[src/rtl/layer1_pipeline_feeder_pkg.sv]
// Shared constants for the layer-1 feeder: data width, output-map geometry,
// downstream pipeline depth and the FP32 constants the pipeline uses.
package layer1_pipeline_feeder_pkg;

  localparam int L1_DATA_WIDTH = 32;
  localparam int L1_FIFO_DEPTH = 4;
  localparam int L1_IMG_W      = 224;
  localparam int L1_IMG_H      = 224;
  localparam int NUM_CH        = 3;

  // Register stages in pipeline_layer1 between the data word and the ReLU output.
  localparam int PIPE_STAGES   = 3;

  localparam logic [31:0] FP32_ONE  = 32'h3F80_0000;
  localparam logic [31:0] FP32_BIAS = 32'h4000_0000;

endpackage

[src/rtl/layer1_ch_fifo.sv]
// Per-channel synchronous FIFO: ready while not full, head word visible on data_o
// whenever not empty; pop removes the head. Pointers wrap modulo DEPTH (power of 2).
module layer1_ch_fifo #(
  parameter int DW    = 32,
  parameter int DEPTH = 4
) (
  input  logic          clk,
  input  logic          rst,
  input  logic [DW-1:0] data_i,
  input  logic          valid_i,
  output logic          ready_o,
  input  logic          pop_i,
  output logic          empty_o,
  output logic [DW-1:0] data_o
);

  localparam int AW   = $clog2(DEPTH);
  localparam int CNTW = AW + 1;

  logic [DW-1:0]   mem_q [DEPTH];
  logic [AW-1:0]   wr_ptr_q, wr_ptr_d;
  logic [AW-1:0]   rd_ptr_q, rd_ptr_d;
  logic [CNTW-1:0] count_q, count_d;
  logic            push, pop;

  assign ready_o = (count_q != CNTW'(DEPTH));
  assign empty_o = (count_q == '0);
  assign push    = valid_i && ready_o;
  assign pop     = pop_i && !empty_o;
  assign data_o  = mem_q[rd_ptr_q];

  always_comb begin
    wr_ptr_d = push ? wr_ptr_q + AW'(1) : wr_ptr_q;
    rd_ptr_d = pop  ? rd_ptr_q + AW'(1) : rd_ptr_q;
    count_d  = count_q;
    if (push && !pop) count_d = count_q + CNTW'(1);
    if (pop && !push) count_d = count_q - CNTW'(1);
  end

  always_ff @(posedge clk) begin
    if (!rst) begin
      wr_ptr_q <= '0;
      rd_ptr_q <= '0;
      count_q  <= '0;
    end else begin
      wr_ptr_q <= wr_ptr_d;
      rd_ptr_q <= rd_ptr_d;
      count_q  <= count_d;
    end
  end

  // Storage needs no reset: count gates every read.
  always_ff @(posedge clk) begin
    if (push) mem_q[wr_ptr_q] <= data_i;
  end

endmodule

[src/rtl/layer1_pipeline_feeder.sv]
// Aligns three channel partial sums, issues them as one word to pipeline_layer1,
// drives its stage enables and tags each returned ReLU result with its (col,row).
module layer1_pipeline_feeder
  import layer1_pipeline_feeder_pkg::*;
#(
  parameter int  DATA_WIDTH = L1_DATA_WIDTH,
  parameter int  FIFO_DEPTH = L1_FIFO_DEPTH,
  parameter int  IMG_W      = L1_IMG_W,
  parameter int  IMG_H      = L1_IMG_H,
  localparam int CW         = $clog2(IMG_W),
  localparam int RW         = $clog2(IMG_H)
) (
  input  logic                    clk,
  input  logic                    rst,
  input  logic [DATA_WIDTH-1:0]   ch_data0,
  input  logic [DATA_WIDTH-1:0]   ch_data1,
  input  logic [DATA_WIDTH-1:0]   ch_data2,
  input  logic [2:0]              ch_valid,
  output logic [2:0]              ch_ready,
  output logic [3*DATA_WIDTH-1:0] o_pipe_data,
  output logic                    o_valid_in_bias,
  output logic [1:0]              o_valid_pipe,
  input  logic [DATA_WIDTH-1:0]   i_result,
  output logic [DATA_WIDTH-1:0]   o_result,
  output logic                    o_result_valid,
  output logic [CW-1:0]           o_col,
  output logic [RW-1:0]           o_row,
  output logic                    o_frame_done
);

  logic [DATA_WIDTH-1:0] ch_data  [NUM_CH];
  logic [DATA_WIDTH-1:0] head_dat [NUM_CH];
  logic [NUM_CH-1:0]     empty;
  logic                  issue;

  assign ch_data[0] = ch_data0;
  assign ch_data[1] = ch_data1;
  assign ch_data[2] = ch_data2;

  for (genvar k = 0; k < NUM_CH; k++) begin : g_ch
    layer1_ch_fifo #(
      .DW   (DATA_WIDTH),
      .DEPTH(FIFO_DEPTH)
    ) u_fifo (
      .clk    (clk),
      .rst    (rst),
      .data_i (ch_data[k]),
      .valid_i(ch_valid[k]),
      .ready_o(ch_ready[k]),
      .pop_i  (issue),
      .empty_o(empty[k]),
      .data_o (head_dat[k])
    );
  end

  // A triple leaves only when every channel has its partial sum queued.
  assign issue = ~|empty;

  logic [3*DATA_WIDTH-1:0] pipe_data_q, pipe_data_d;
  logic                    vib_q, vib_d;
  logic [PIPE_STAGES:1]    vs_q, vs_d;
  logic [DATA_WIDTH-1:0]   result_q, result_d;
  logic                    res_vld_q, res_vld_d;
  logic [CW-1:0]           col_q, col_d;
  logic [RW-1:0]           row_q, row_d;
  logic                    last_col, last_row;

  assign last_col = (col_q == CW'(IMG_W - 1));
  assign last_row = (row_q == RW'(IMG_H - 1));

  always_comb begin
    pipe_data_d = issue ? {head_dat[2], head_dat[1], head_dat[0]} : pipe_data_q;
    vib_d       = issue;
    vs_d        = {vs_q[PIPE_STAGES-1:1], vib_q};
    res_vld_d   = vs_q[PIPE_STAGES];
    result_d    = vs_q[PIPE_STAGES] ? i_result : result_q;
    col_d       = col_q;
    row_d       = row_q;
    // Position of the strobe just reported advances to the next pixel, raster order.
    if (res_vld_q) begin
      if (last_col) begin
        col_d = '0;
        row_d = last_row ? '0 : row_q + RW'(1);
      end else begin
        col_d = col_q + CW'(1);
      end
    end
  end

  always_ff @(posedge clk) begin
    if (!rst) begin
      pipe_data_q <= '0;
      vib_q       <= 1'b0;
      vs_q        <= '0;
      result_q    <= '0;
      res_vld_q   <= 1'b0;
      col_q       <= '0;
      row_q       <= '0;
    end else begin
      pipe_data_q <= pipe_data_d;
      vib_q       <= vib_d;
      vs_q        <= vs_d;
      result_q    <= result_d;
      res_vld_q   <= res_vld_d;
      col_q       <= col_d;
      row_q       <= row_d;
    end
  end

  assign o_pipe_data     = pipe_data_q;
  assign o_valid_in_bias = vib_q;
  assign o_valid_pipe    = vs_q[2:1];
  assign o_result        = result_q;
  assign o_result_valid  = res_vld_q;
  assign o_col           = col_q;
  assign o_row           = row_q;
  assign o_frame_done    = res_vld_q && last_col && last_row;

endmodule

[config.mk]
export PLATFORM = sky130hd
export DESIGN_NAME = layer1_pipeline_feeder
export DESIGN_NICKNAME = d
export VERILOG_FILES = /design/src/rtl/layer1_pipeline_feeder_pkg.sv /design/src/rtl/layer1_ch_fifo.sv /design/src/rtl/layer1_pipeline_feeder.sv
export SDC_FILE = /design/constraint.sdc
export NUM_CORES = 1
export LEC_CHECK = 0
export CORE_MARGIN = 2
export CORE_UTILIZATION = 30
export CTS_BUF_LIST = sky130_fd_sc_hd__clkbuf_16
export DETAILED_ROUTE_END_ITERATION = 12
export PLACE_DENSITY_LB_ADDON = 0.15
export SKIP_LAST_GASP = 1
export SLEW_MARGIN = 20
export SYNTH_ARGS = -nofsm -noshare
export SYNTH_HDL_FRONTEND = slang
export SYNTH_SLANG_ARGS = --single-unit
[constraint.sdc]
create_clock -name clk -period 2.8 [get_ports clk]
set_input_delay 0.42 -clock clk [delete_from_list [all_inputs] [get_ports clk]]
set_output_delay 0.42 -clock clk [all_outputs]
set_load 0.05 [all_outputs]
== After elaboration in Yosys (flattened, before gate mapping) ==
Memory sizes are Yosys's and may differ from the RTL's. A register that Yosys moved wholly into a read port is not among the register bits.
Index checks and enable logic that the tools add are counted.

* Bits of input ports: 133
* Output and inout bits: 152
* Register bits: 74
* Logic and storage cells: 89
* RAM bits: 384
* Memories kept: 3

{| class="wikitable"
|+ Memories
! name !! depth !! width !! rd ports !! clocked after memory_dff !! write ports !! RTL line !! source
|-
| g_ch[0].u_fifo.mem_q || 4 || 32 || 1 || 1 || 1 || layer1_ch_fifo.sv:20 || <nowiki>logic [DW-1:0] mem_q [DEPTH];</nowiki>
|-
| g_ch[1].u_fifo.mem_q || 4 || 32 || 1 || 1 || 1 || layer1_ch_fifo.sv:20 ||
|-
| g_ch[2].u_fifo.mem_q || 4 || 32 || 1 || 1 || 1 || layer1_ch_fifo.sv:20 ||
|}

* Reduce and logical (&&, ||, !) cells: 38
* Add/subtract/negate cells: 14
* Mux-type cells: 14
* Eq/ne operators: 5

{| class="wikitable"
|+ Operators by type and width
! cell !! number
|-
| two-way mux 3 bit || 6
|-
| adder 8 x 1 -> 8 bit, second input constant || 2
|-
| == test 8 bit, second input constant || 2
|-
| zero test 1 bit || 16
|-
| two-way mux 8 bit || 2
|-
| logical AND 1 bit || 14
|-
| adder 2 x 1 -> 2 bit, second input constant || 6
|-
| adder 3 x 1 -> 3 bit, second input constant || 3
|-
| zero test 3 bit || 3
|-
| inequality test 3 bit, second input constant || 3
|-
| subtractor 3 x 1 -> 3 bit, second input constant || 3
|-
| two-way mux 1 bit || 6
|-
| nonzero test 2 bit || 3
|-
| OR reduction 3 bit || 1
|-
| AND reduction 2 bit || 1
|}

== Logic depth before layout (Yosys ltp) ==
* Depth in word-level cells: 8
* Gate-level depth with buffers: 11
* Depth with buffers taken out: 9

== Hierarchy ==
A second synthesis with hierarchy kept.

* Cell total of the unflattened synthesis: 1,287
* Area, all modules: 21,105.2 um^2

{| class="wikitable"
|+ By module, submodules not included
! module !! cells an instance !! times used !! seq. area each (um^2) !! area each (um^2)
|-
| layer1_ch_fifo || 221 || 3 || 4,023.9 || 5,147.4
|-
| layer1_pipeline_feeder || 624 || 1 || 2,982.9 || 5,662.9
|}

== Worst setup path before layout ==
OpenSTA, ideal clock, no wires.

* Kind: reg-to-output
* Start point: reg col_q[0] (netlist: o_col[0])
* End point: out o_frame_done
* Slack: -0.619 ns
* Arrival: 2.999 ns
* Path buffers: 0
* Stages on the path, launching flop included: 5
* Cells stage by stage: dfxtp_1 -> ha_1 -> nand4b_1 -> nor3_1 -> nor4b_1

* Word-level cells in the longest chain between the ends: 3

{| class="wikitable"
|+ RTL lines
! item !! RTL line !! source
|-
| start: declaration || layer1_pipeline_feeder.sv:64 || <nowiki>logic [CW-1:0] col_q, col_d;</nowiki>
|-
| start signal: assignment || layer1_pipeline_feeder.sv:105 || <nowiki>col_q <= col_d;</nowiki>
|-
| == test 8 bit || layer1_pipeline_feeder.sv:68 || <nowiki>assign last_col = (col_q == CW'(IMG_W - 1));</nowiki>
|-
| logical AND 1 bit (2 in a row) || layer1_pipeline_feeder.sv:117 || <nowiki>assign o_frame_done = res_vld_q && last_col && last_row;</nowiki>
|-
| end: declaration || layer1_pipeline_feeder.sv:28 || <nowiki>output logic o_frame_done</nowiki>
|}

Every way passes these cells.

== Worst setup path in the final report ==
* Start point: reg g_ch[0].u_fifo.count_q[2]
* End point: out ch_ready[0]

* Word-level cells in the longest chain between the ends: 1

{| class="wikitable"
|+ RTL lines
! item !! RTL line !! source
|-
| start: declaration || layer1_ch_fifo.sv:23 || <nowiki>logic [CNTW-1:0] count_q, count_d;</nowiki>
|-
| start signal: assignment || layer1_ch_fifo.sv:48 || <nowiki>count_q <= count_d;</nowiki>
|-
| inequality test 3 bit || layer1_ch_fifo.sv:26 || <nowiki>assign ready_o = (count_q != CNTW'(DEPTH));</nowiki>
|-
| end: declaration || layer1_pipeline_feeder.sv:19 || <nowiki>output logic [2:0] ch_ready,</nowiki>
|}

Every way passes these cells.

==> out/qor.yml <==
cp.required_ps: 2380
startpoint_type: "register"
ios: 285
wl_per_cell_um: 19.1
cts_buffers: 61
initial_core_util_pct: 30.4
clock_latency_ps: 610
wl_um: 48800
setup_tns_ps: 0
cellPowerDensity_nw_per_um2: 776
worst_pin_slew_ps: 1100
drcViolationCount: 0
synth_edf_count: 384
clockRootBuffer: "clkbuf_16"
worstHoldStart: "rst"
avgSynthCellArea_um2: 16.9
drtAntennaViolNets: 0
outcome: "finished, final reports clean"
grt_use_met1_pct: 16.9
synth_seq_cells: 554
synthFlopType: "edfxtp_1"
rrSetupSlack_ps: 270
slew_headroom_pct: 26.7
diodes: 0
timing.rr.end: "g_ch[1].u_fifo.count_q[2]"
hold_end: "g_ch[1].u_fifo.count_q[2]"
track_usage_pct: 13.2
fmax_ghz: 0.372
min_period_ps: 2690
reg2reg_depth: 8
use_met3_pct: 3.11
grt_pass1_vias: 12100
postCtsSetupBuffers: 0
die_height_um: 271
seq_area_frac_synth_pct: 69.7
busiest_layer: "met2"
die_x_um: 271
drt-initial-drc-count: 564
syn_area_um2: 21400
yosys_warnings: 0
hp-class: "in2reg"
nets: 1723
crit_type: "reg2out"
core_um2: 70400
viasPerCell: 4.44
htreeDepth: 2
finalHoldViolations: 0
vias: 11400
drive_gt1_share_pct: 24.5
slew_viol_final: 0
dp_hpwl_um: 29600
final-setup-viol-count: 0
clock-sinks: 554
grt_pass1_wl_um: 74300
synth_nets: 1420
clock_skew_ps: 20.7
crit_fanout: 6
grt_max_degree: 101
area_growth_pct: 27.8
synth_cells: 1267
path_clk_slew_ps: 60
std_cell_rows: 97
synth_cell_type_count: 40
final_cells: 2562
synth_async_sr_flop_share_pct: 0
placedCellCount: 2447
cp-end-kind: "output port"
finalCritPeriodShare_pct: 95.9
met2_usage_pct: 22.6
cts_tree: "built"
drv_cap: 0
timing.rr.start: "g_ch[0].u_fifo.count_q[0]"
cts-root-to-sink-buffers: 3
p_leak_nw: 8.69
routabilityCongestion: 0.699
antenna_found_initial: 3
dieArea_um2: 73600
port_buffers: 284
worstPathArrival_ps: 2270
whs_path_depth: 2
firstDrtPassIters: 6
overflow: 0
ir_worst_vdd_mv: 0.484
rsz0062_at_grt: "no"
## report_power, final
group	leakage (nW)	internal, mW	switching (mW)
combinational	2.74	1.49	2.07
clock	1.05	4.72	3.21
sequential	4.90	9.42	0.321
## cells in the mapped netlist (all sizes together), types with 4 or more instances
cell type,number,area share (%)
nor3,4,0.093
ha,17,0.99
clkbuf,28,0.49
inv,22,0.39
mux4,96,10
and2,23,0.67
mux2i,37,1.7
xnor2,18,0.74
edfxtp,384,54
a21boi,102,5.1
and3,12,0.35
dfxtp,170,16
or3,5,0.17
xor2,8,0.33
buf,47,2.0
nand2,215,4.6
o21ai,6,0.14
nand4,4,0.15
nor2b,34,0.99
nor2,13,0.23
## worst max path at each step
stage	startpoint	endpoint	slack, ps	depth (start not counted)
final	g_ch[0].u_fifo.count_q[2]	ch_ready[0]	110	2
after global routing	g_ch[0].u_fifo.count_q[2]	ch_ready[0]	9	2
after CTS	o_col[0]	o_frame_done	20	5
after detailed placement	g_ch[0].u_fifo.count_q[0]	g_ch[2].u_fifo.rd_ptr_q[0]	170	4
after global placement	g_ch[0].u_fifo.count_q[0]	g_ch[1].u_fifo.rd_ptr_q[0]	240	4
after floorplan	o_col[0]	o_frame_done	80	4
## cells in the final DEF (no fill, tap or decap), drive strengths merged, types with 12 or more instances in the layout
master and count:
edfxtp 384, clkdlybuf4s50 282, nand2 215, dfxtp 170, a21boi 102, mux4 96
clkbuf 62, inv 41, mux2i 37, nor2b 34, buf 33, clkinv 24
and2 23, xnor2 18, ha 17, nor2 13, and3 12
## worst max-delay path, cell delays in order, from the launching register on
cell	delay [ps]
dfxtp_1	400
or3b_1	480
clkdlybuf4s50_1	780
## stage by stage
stage	hold WS [ps]	utilization, %	total power, mW	setup WS (ps)	area [um2]
detailed placement	448	36.0	13.6	169	25400
global route	363	38.9	22.2	8.77	27400
global placement	444	36.0	13.5	242	25400
CTS	324	38.9	21.6	21.9	27400
floorplan	436	-	12.4	82.9	21400
finish	351	38.9	21.2	115	27400
## per-layer routing
metal / share of wire (%) / routed length (um)
met3: 4.5 / 2200
met5: 0.070 / 34
met1: 43 / 21200
met4: 2.0 / 971
met2: 50 / 24400
## registers in the layout, indices dropped and copies added, names as in the netlist
register              flops
o_pipe_data              96
o_valid_in_bias           1
o_col                     8
g_ch.u_fifo.count_q       9
o_result                 32
o_row                     8
g_ch.u_fifo.rd_ptr_q      6
vs_q                      3
g_ch.u_fifo.wr_ptr_q      6
o_result_valid            1
g_ch.u_fifo.mem_q       384
## cell families (layout without fill, tap and decap cells)
family | count (synthesis) | count (layout) | synth area share [%]
compound gates | 110 | 110 | 5.48
simple gates | 327 | 327 | 7.80
fa+ha+maj | 20 | 20 | 1.27
xor+xnor | 26 | 26 | 1.06
buf+inv | 97 | 452 | 2.85
flops | 554 | 554 | 69.7
mux | 133 | 133 | 11.8
## layout make-up
cell class,instances,area [um2]
Clock buffer,62,1550
Clock inverter,53,448
Fill cell,6575,43000
Inverter,22,85.1
Multi-Input combinational cell,616,5900
Sequential cell,554,14900
Tap cell,940,1180
Timing Repair Buffer,315,3270
## repair_timing
action                     CTS  global route
resized for setup            0             1
setup endpoints to repair    0             1
hold buffers                 0             0
Power figures use the tool's default switching activity.
